==> src/rtl/counter_pkg.sv <==
// ============================================================================
// Module      : counter_pkg
// Description : Shared types and constants for the loadable up/down counter.
// Revision    : 1.0 - initial release
// ============================================================================
`default_nettype none

package counter_pkg;

    typedef enum logic [0:0] {
        ST_RUN  = 1'b0,
        ST_HOLD = 1'b1
    } state_t;

    localparam logic DIR_UP   = 1'b0;
    localparam logic DIR_DOWN = 1'b1;

    // Enable patterns sized for the widest supported out_ena; users slice them.
    localparam int          ENA_MAX_W = 64;
    localparam logic [63:0] ENA_ON    = '1;
    localparam logic [63:0] ENA_OFF   = '0;

endpackage : counter_pkg

`default_nettype wire

==> src/rtl/counter_load_ctrl.sv <==
// ============================================================================
// Module      : counter_load_ctrl
// Description : RUN/HOLD load handshake FSM with clamped capture register.
// Revision    : 1.0 - initial release
// ============================================================================
`default_nettype none

module counter_load_ctrl
    import counter_pkg::*;
#(
    parameter int          WIDTH     = 8,
    parameter int unsigned MAX_VALUE = (2**WIDTH) - 1,
    parameter int          ENA_W     = 8
) (
    input  logic             i_clk,
    input  logic             i_rst,
    input  logic             i_load_valid,
    input  logic [WIDTH-1:0] i_load_value,
    output logic             o_load_ready,
    output logic [ENA_W-1:0] o_ena,
    output logic             o_accept,
    output logic             o_hold,
    output logic [WIDTH-1:0] o_cap_value
);

    localparam logic [WIDTH-1:0] c_MAX      = WIDTH'(MAX_VALUE);
    localparam logic [ENA_W-1:0] c_ENA_ON   = ENA_ON[ENA_W-1:0];
    localparam logic [ENA_W-1:0] c_ENA_OFF  = ENA_OFF[ENA_W-1:0];

    state_t           r_state;
    state_t           w_state_next;
    logic             w_accept;
    logic [WIDTH-1:0] r_cap;

    assign w_accept    = i_load_valid && (r_state == ST_RUN);
    assign o_accept    = w_accept;
    assign o_cap_value = r_cap;

    always_ff @(posedge i_clk) begin
        if (i_rst) begin
            r_state <= ST_RUN;
        end else begin
            r_state <= w_state_next;
        end
    end

    // HOLD always lasts exactly one cycle; requests during it are ignored.
    always_comb begin
        w_state_next = r_state;
        case (r_state)
            ST_RUN:  if (w_accept) w_state_next = ST_HOLD;
            ST_HOLD: w_state_next = ST_RUN;
            default: w_state_next = ST_RUN;
        endcase
    end

    always_comb begin
        o_load_ready = 1'b1;
        o_ena        = c_ENA_ON;
        o_hold       = 1'b0;
        if (r_state == ST_HOLD) begin
            o_load_ready = 1'b0;
            o_ena        = c_ENA_OFF;
            o_hold       = 1'b1;
        end
    end

    always_ff @(posedge i_clk) begin
        if (i_rst) begin
            r_cap <= '0;
        end else if (w_accept) begin
            r_cap <= (i_load_value > c_MAX) ? c_MAX : i_load_value;
        end
    end

endmodule : counter_load_ctrl

`default_nettype wire

==> src/rtl/load_counter_param.sv <==
// ============================================================================
// Module      : load_counter_param
// Description : Parametrised up/down counter with handshaked load, wrap or
//               saturate mode, terminal-count pulse. Optional compare output
//               enabled by defining COUNTER_CMP_EN.
// Revision    : 1.0 - initial release
// ============================================================================
`default_nettype none

module load_counter_param
    import counter_pkg::*;
#(
    parameter int          WIDTH       = 8,
    parameter int unsigned MAX_VALUE   = (2**WIDTH) - 1,
    parameter int unsigned RESET_VALUE = 0,
    parameter int          SATURATE    = 0,
    parameter int          ENA_W       = 8
) (
    input  logic             in_clk,
    input  logic             in_rst,
    input  logic             in_load_valid,
    input  logic [WIDTH-1:0] in_load_value,
    output logic             out_load_ready,
    input  logic             in_count_en,
    input  logic             in_dir,
    output logic [WIDTH-1:0] out_counter_value,
    output logic [ENA_W-1:0] out_ena,
    output logic             out_tc
`ifdef COUNTER_CMP_EN
    ,
    input  logic [WIDTH-1:0] in_cmp_value,
    output logic             out_cmp_match
`endif
);

    localparam logic [WIDTH-1:0] c_MAX   = WIDTH'(MAX_VALUE);
    localparam logic [WIDTH-1:0] c_RESET = WIDTH'(RESET_VALUE);
    localparam logic [WIDTH-1:0] c_ONE   = WIDTH'(1);
    localparam logic             c_SAT   = (SATURATE != 0);

    logic             w_accept;
    logic             w_hold;
    logic [WIDTH-1:0] w_cap;
    logic [WIDTH-1:0] r_value;
    logic [WIDTH-1:0] w_next;
    logic             w_at_term;
    logic             r_tc;

    counter_load_ctrl #(
        .WIDTH     (WIDTH),
        .MAX_VALUE (MAX_VALUE),
        .ENA_W     (ENA_W)
    ) u_load_ctrl (
        .i_clk        (in_clk),
        .i_rst        (in_rst),
        .i_load_valid (in_load_valid),
        .i_load_value (in_load_value),
        .o_load_ready (out_load_ready),
        .o_ena        (out_ena),
        .o_accept     (w_accept),
        .o_hold       (w_hold),
        .o_cap_value  (w_cap)
    );

    // Boundaries are explicit compares against MAX_VALUE, not carry-out.
    always_comb begin
        w_next    = r_value;
        w_at_term = 1'b0;
        if (in_dir == DIR_DOWN) begin
            w_at_term = (r_value == '0);
            w_next    = w_at_term ? (c_SAT ? '0 : c_MAX) : (r_value - c_ONE);
        end else begin
            w_at_term = (r_value == c_MAX);
            w_next    = w_at_term ? (c_SAT ? c_MAX : '0) : (r_value + c_ONE);
        end
    end

    always_ff @(posedge in_clk) begin
        if (in_rst) begin
            r_value <= c_RESET;
            r_tc    <= 1'b0;
        end else if (w_hold) begin
            r_value <= w_cap;
            r_tc    <= 1'b0;
        end else if (w_accept) begin
            r_tc    <= 1'b0;
        end else if (in_count_en) begin
            r_value <= w_next;
            r_tc    <= w_at_term;
        end else begin
            r_tc    <= 1'b0;
        end
    end

    assign out_counter_value = r_value;
    assign out_tc            = r_tc;

`ifdef COUNTER_CMP_EN
    logic r_cmp_match;

    // Suppressed on the accept edge too, so the match stays low through HOLD.
    always_ff @(posedge in_clk) begin
        if (in_rst) begin
            r_cmp_match <= 1'b0;
        end else if (w_hold || w_accept) begin
            r_cmp_match <= 1'b0;
        end else begin
            r_cmp_match <= (r_value == in_cmp_value);
        end
    end

    assign out_cmp_match = r_cmp_match;
`endif

endmodule : load_counter_param

`default_nettype wire

==> config.mk <==
export PLATFORM = sky130hd
export DESIGN_NAME = load_counter_param
export DESIGN_NICKNAME = d
export VERILOG_FILES = /design/src/rtl/counter_pkg.sv /design/src/rtl/counter_load_ctrl.sv /design/src/rtl/load_counter_param.sv
export SDC_FILE = /design/constraint.sdc
export NUM_CORES = 1
export LEC_CHECK = 0
export ABC_AREA = 1
export CORE_MARGIN = 8
export CORE_UTILIZATION = 34
export DETAILED_ROUTE_END_ITERATION = 8
export PLACE_DENSITY = 0.64
export REMOVE_ABC_BUFFERS = 1
export SLEW_MARGIN = 10
export SYNTH_ARGS = -nofsm -noshare
export SYNTH_HDL_FRONTEND = slang
export SYNTH_SLANG_ARGS = --single-unit
==> constraint.sdc <==
create_clock -name in_clk -period 1.95 [get_ports in_clk]
set_clock_uncertainty 0.05 [all_clocks]
set_input_delay 0.39 -clock in_clk [delete_from_list [all_inputs] [get_ports in_clk]]
set_output_delay 0.39 -clock in_clk [all_outputs]
set_load 0.05 [all_outputs]
==> reports/qor.yml, run 1 <==
cts_sinks: 18
rsz0062_at_grt: "no"
cts_hold_buf: 0
reg2reg_slack_ns: 0.27
fp-row-count: 21
cellLeakagePower_nw: 0.739
worst_pin_slew_ns: 0.491
path_max_fanout: 9
outcome: "finished clean"
first_iter_violations: 73
fillers: 369
min_period_ns: 1.85
startpoint_type: "register"
synth_cell_type_count: 28
path_cells: "inv_1 -> buf_12 -> buf_12"
dieHeight_um: 75.4
cts_post_setup_buffers_inserted: 0
max_stage_delay_ns: 0.53
first_pass_iters: 4
drt-wirelength-per-cell_um: 11.7
clk-insertion-delay-late_ns: 0.29
multi_input_area_um2: 667
drive_above_1_share_pct: 17.1
hpwlAfterDp_um: 2410
ys_ff_latch: 18
drv_slew: 0
ys_warn_count: 0
critPathTopFamily: "buffers and inverters"
die_area_um2: 5680
grt_max_degree: 11
drt_wl_total_um: 3000
reg2reg_from: "out_counter_value[1]$_SDFFE_PP0P_"
cp-end-kind: "output port"
min_path_type: "register to register"
cts_root_buf: "clkbuf_4"
place_area_um2: 1560
pin_count: 31
ant_nets: 0
avgSynthCellArea_um2: 6.41
nets: 228
drc: 0
cp_num_buf_inv: 3
max_freq_mhz: 541
antenna_found_initial: 0
seq_area_frac_synth_pct: 30.1
finalSetupViolCount: 0
period_share_pct: 94.8
criticalPathCategory: "register to output port"
power-per-cell-area_nw_per_um2: 682
vias_per_cell: 4.74
ir_drop_mv: 0.372
hold_slack_ns: 0.436
cts_tree: "done"
arrival_ns: 1.41
grt_overflow_total: 0
htree_levels: 1
die_w_um: 75.4
min_from: "u_load_ctrl.o_cap_value[1]$_SDFFE_PP0P_"
final_area_um2: 1600
clk_pin_slew_ns: 0.10
regArea_um2: 360
grt_pass1_vias: 1206
port-buffer-count: 30
syn-cell-area_um2: 1200
worst_path_max_delay_cell: "dfxtp_1"
hold_viol: 0
critPathLaunch: "u_load_ctrl.r_state$_SDFF_PP0_"
area.growth.synth_to_final_pct: 33.3
cp_common_cell: "buf_12"
timing.max_slew.rel_slack_pct: 67.2
place.gp.congestion: 0.856
post_cts_resized: 0
critPathRequiredTime_ns: 1.51
coreArea_um2: 3360
clockBufferDepth: 2
grt_usage_pct: 11.4
num_vias: 1217
max-cap-violations: 0
cts_buffers: 3
grt_pass1_wl_um: 5170
antennaDiodeCount: 0
floorplan.initialDensity_pct: 35.6
postSynthCellCount: 187
## Yosys cell counts, drive strengths merged
cell	instances	area [µm²]
o221ai	1	8.76
nand2	42	160
clkinv	1	3.75
xnor2	1	8.76
ha	3	37.5
or2	2	12.5
clkbuf	1	3.75
a31oi	1	6.26
o2111ai	1	8.76
a21oi	8	40.0
o21ai	14	70.1
buf	13	104
xor2	1	8.76
nand3	18	90.1
nand4	2	18.8
nor2	43	189
dfxtp	18	360
inv	16	60.1
o21a	1	7.51
## worst reg2reg max path, cell delays in order (launching register included)
cell and delay, ns:
dfxtp_1 0.51, inv_1 0.12, ha_1 0.20, nand3_1 0.12
nor2_2 0.07, nor2_2 0.20, o2111ai_1 0.17, nand3_1 0.10
inv_1 0.04
## sequential cells by signal, indices dropped and copies added (netlist names)
name and flops:
u_load_ctrl.o_cap_value 8, out_counter_value 8, out_tc 1, u_load_ctrl.r_state 1
## metrics by stage
| stage | setup TNS [ns] | std cells | util [%] | setup WS, ns | power, mW |
|---|---|---|---|---|---|
| floorplan | -30.96 | 173 | - | -2.21 | 0.707 |
| CTS | 0 | 257 | 47.5 | 0.0848 | 1.10 |
| global placement | 0 | 253 | 46.4 | 0.182 | 0.869 |
| global route | 0 | 257 | 47.5 | 0.00652 | 1.15 |
| detailed placement | 0 | 253 | 46.4 | 0.186 | 0.869 |
| finish | 0 | 257 | 47.5 | 0.102 | 1.09 |
## cell type report
class                      count  share of cell area [%]
multi-input combinational    138                    41.7
timing repair buffer          34                    25.8
sequential                    18                    22.6
inverter                      17                    3.99
tap                           46                    3.60
clock buffer                   4                    2.27
## worst paths after layout
check / to / depth (start not counted)
min reg2reg: out_counter_value[1]$_SDFFE_PP0P_ / 2
min: out_counter_value[1]$_SDFFE_PP0P_ / 2
max: out_ena[2] / 3
max reg2reg: out_counter_value[2]$_SDFFE_PP0P_ / 8
## logic make-up after synthesis
group / Yosys count / share of synthesized area, %
AOI/OAI and AO/OA: 26 / 11.8
xor gates and xnor gates: 2 / 1.46
adders and majority gates: 3 / 3.13
buffers and inverters: 31 / 14.3
DFF: 18 / 30.1
and+or+nand+nor: 107 / 39.3
## layer usage
| metal | up-vias | wire (µm) | track usage [%] |
|---|---|---|---|
| met5 | - | 0 | 0 |
| met4 | 0 | 24 | 2.99 |
| met3 | 4 | 250 | 4.47 |
| met2 | 32 | 1350 | 19.6 |
| met1 | 544 | 1380 | 12.8 |
| li1 | 637 | - | - |
## layout by cell type, fill, tap and decap left out, types with 2 or more instances in the layout
master / instances
a21oi_1: 8
buf_12: 10
buf_4: 11
clkbuf_4: 3
clkdlybuf4s50_1: 13
dfxtp_1: 18
ha_1: 3
inv_1: 15
nand2_1: 41
nand3_1: 18
nor2_1: 36
nor2_2: 5
nor2_4: 2
o21ai_0: 13
## where the power goes
| part | switching, mW | total, mW | internal [mW] |
|---|---|---|---|
| combinational | 0.253 | 0.419 | 0.166 |
| sequential | 0.0444 | 0.442 | 0.398 |
| clock | 0.115 | 0.229 | 0.114 |
Power figures use the tool's default switching activity.
==> inputs of run 2 (changes only) <==
TNS_END_PERCENT = 1   (was not set)
==> results of run 2 <==
Same layout as run 1: the final DEF is identical, and so are final timing and power.
==> inputs of run 3 (changes only) <==
PLACE_DENSITY = 0.59   (was 0.64)
==> run 3 against run 2 <==
  * Hold slack worse by 0.0059 ns
  * Sequential power about the same
  * Power about the same
  * Register-to-register slack about the same
  * Clock power is essentially flat
  * Design area down 0.78%
  * Die area is the same
  * Critical path depth fell by 2
  * Maximum frequency shrank 0.29%
  * Via count down 0.25%
  * Critical path type unchanged
  * Critical endpoint is now out_tc
  * Largest power group unchanged
  * Highest routed layer unchanged
==> reports/qor.yml, run 3 (same netlist as run 1, synthesis figures left out) <==
clk-insertion-delay-late_ns: 0.29
power-per-cell-area_nw_per_um2: 688
grt_pass1_wl_um: 5330
rsz0062_at_grt: "no"
p_seq_share_pct: 40.6
drc: 0
grt_pass1_vias: 1177
nets: 228
grt_usage_pct: 11.9
grt_max_degree: 14
reg2regPathDepth: 8
worst_pin_slew_ns: 0.497
floorplan.initialDensity_pct: 35.6
drv_slew: 0
clkPwrFrac_pct: 21.2
cp-end-kind: "output port"
vias_per_cell: 4.72
pin_count: 31
finalNonFillerCells: 257
critPathRequiredTime_ns: 1.51
clockBufferDepth: 2
finalSetupViolCount: 0
cts_tree: "done"
period_share_pct: 95.1
max_freq_mhz: 539
die_w_um: 75.4
timing.max_slew.rel_slack_pct: 66.8
antennaDiodeCount: 0
critPathTopFamily: "buffers and inverters"
ant_nets: 0
first_pass_iters: 4
max-cap-violations: 0
cts_hold_buf: 0
cts_buffers: 3
final_common_cell: "nand2_1"
cts_post_setup_buffers_inserted: 0
min_from: "u_load_ctrl.o_cap_value[1]$_SDFFE_PP0P_"
cts_root_buf: "clkbuf_4"
criticalPathCategory: "register to output port"
swShare_pct: 38.3
hpwlAfterDp_um: 2660
final_cell_mix: "nand2_1 (41), nor2_1 (36), nand3_1 (18), dfxtp_1 (18), inv_1 (15)"
reg2reg_from: "out_counter_value[0]$_SDFFE_PP0P_"
place.gp.congestion: 0.785
drt_wl_total_um: 3260
fp-row-count: 21
fin_ws_ns: 0.0962
coreArea_um2: 3360
placed_cells: 253
clk_pin_slew_ns: 0.10
first_iter_violations: 54
ir_drop_mv: 0.332
startpoint_type: "register"
final_util_pct: 47.1
cellLeakagePower_nw: 0.733
outcome: "finished clean"
cts_sinks: 18
arrival_ns: 1.41
cp_num_buf_inv: 1
p_int_mw: 0.673
path_max_fanout: 1
dp_slack_ns: 0.184
num_vias: 1214
worst_path_max_delay_cell: "clkdlybuf4s50_1"
drive_above_1_share_pct: 17.1
cp_num_cells: 1
min_period_ns: 1.85
p_switching_mw: 0.417
port-buffer-count: 30
path_cells: "clkdlybuf4s50_1"
post_cts_resized: 0
grt_overflow_total: 0
critPathLaunch: "out_tc$_SDFF_PP0_"
whs_path_depth: 2
dieHeight_um: 75.4
hold_viol: 0
die_area_um2: 5680
drt-wirelength-per-cell_um: 12.7
power_frac_comb_pct: 38.2
antenna_found_initial: 0
max_stage_delay_ns: 0.80
area.growth.synth_to_final_pct: 32.3
min_path_type: "register to register"
htree_levels: 1
power_mw: 1.09
-- run 3: cell counts in the layout (fill, tap and decap cells not counted) --
No cell type changed its count.
-- run 3: cell type report --
type	instances	area, µm²
clock buffer	4	36.3
multi-input combinational	138	667
fill	394	1780
inverter	17	63.8
timing repair buffer	34	400
sequential	18	360
tap	46	57.6
-- run 3: worst register-to-register path: stages, from the launching register on --
cell	delay [ns]
dfxtp_1	0.45
inv_1	0.19
ha_1	0.24
nand3_1	0.11
nor2_2	0.06
nor2_2	0.20
nand3_1	0.13
nand2_1	0.08
a21oi_1	0.06
-- run 3: stage by stage --
stage / setup TNS, ns / instance area, µm² / hold slack, ns
global placement: 0 / 1550 / 0.415
CTS: 0 / 1590 / 0.430
detailed placement: 0 / 1550 / 0.413
finish: 0 / 1590 / 0.430
global route: 0 / 1590 / 0.471
floorplan: -30.96 / 1090 / 0.393
-- run 3: layer usage --
| layer | GRT usage [%] | wire length, µm |
|---|---|---|
| met1 | 13.8 | 1500 |
| met2 | 20.3 | 1470 |
| met3 | 4.21 | 275 |
| met5 | 0 | 0 |
| met4 | 3.20 | 12 |
-- run 3: path summary, 6_finish.rpt --
| path | to | slack [ns] |
|---|---|---|
| worst min register to register | out_counter_value[1]$_SDFFE_PP0P_ | 0.43 |
| worst min-delay path | out_counter_value[1]$_SDFFE_PP0P_ | 0.43 |
| worst max register to register | out_counter_value[5]$_SDFFE_PP0P_ | 0.28 |
| worst max-delay path | out_tc | 0.1 |
-- run 3: power by group through the flow --
stage / sequential, mW / combinational [mW] / clock, mW
2_1_floorplan: 0.492 / 0.215 / 0
3_3_place_gp: 0.451 / 0.417 / 0
3_5_place_dp: 0.451 / 0.419 / 0
4_1_cts: 0.443 / 0.421 / 0.238
5_1_grt: 0.450 / 0.455 / 0.249
6_report: 0.443 / 0.416 / 0.231
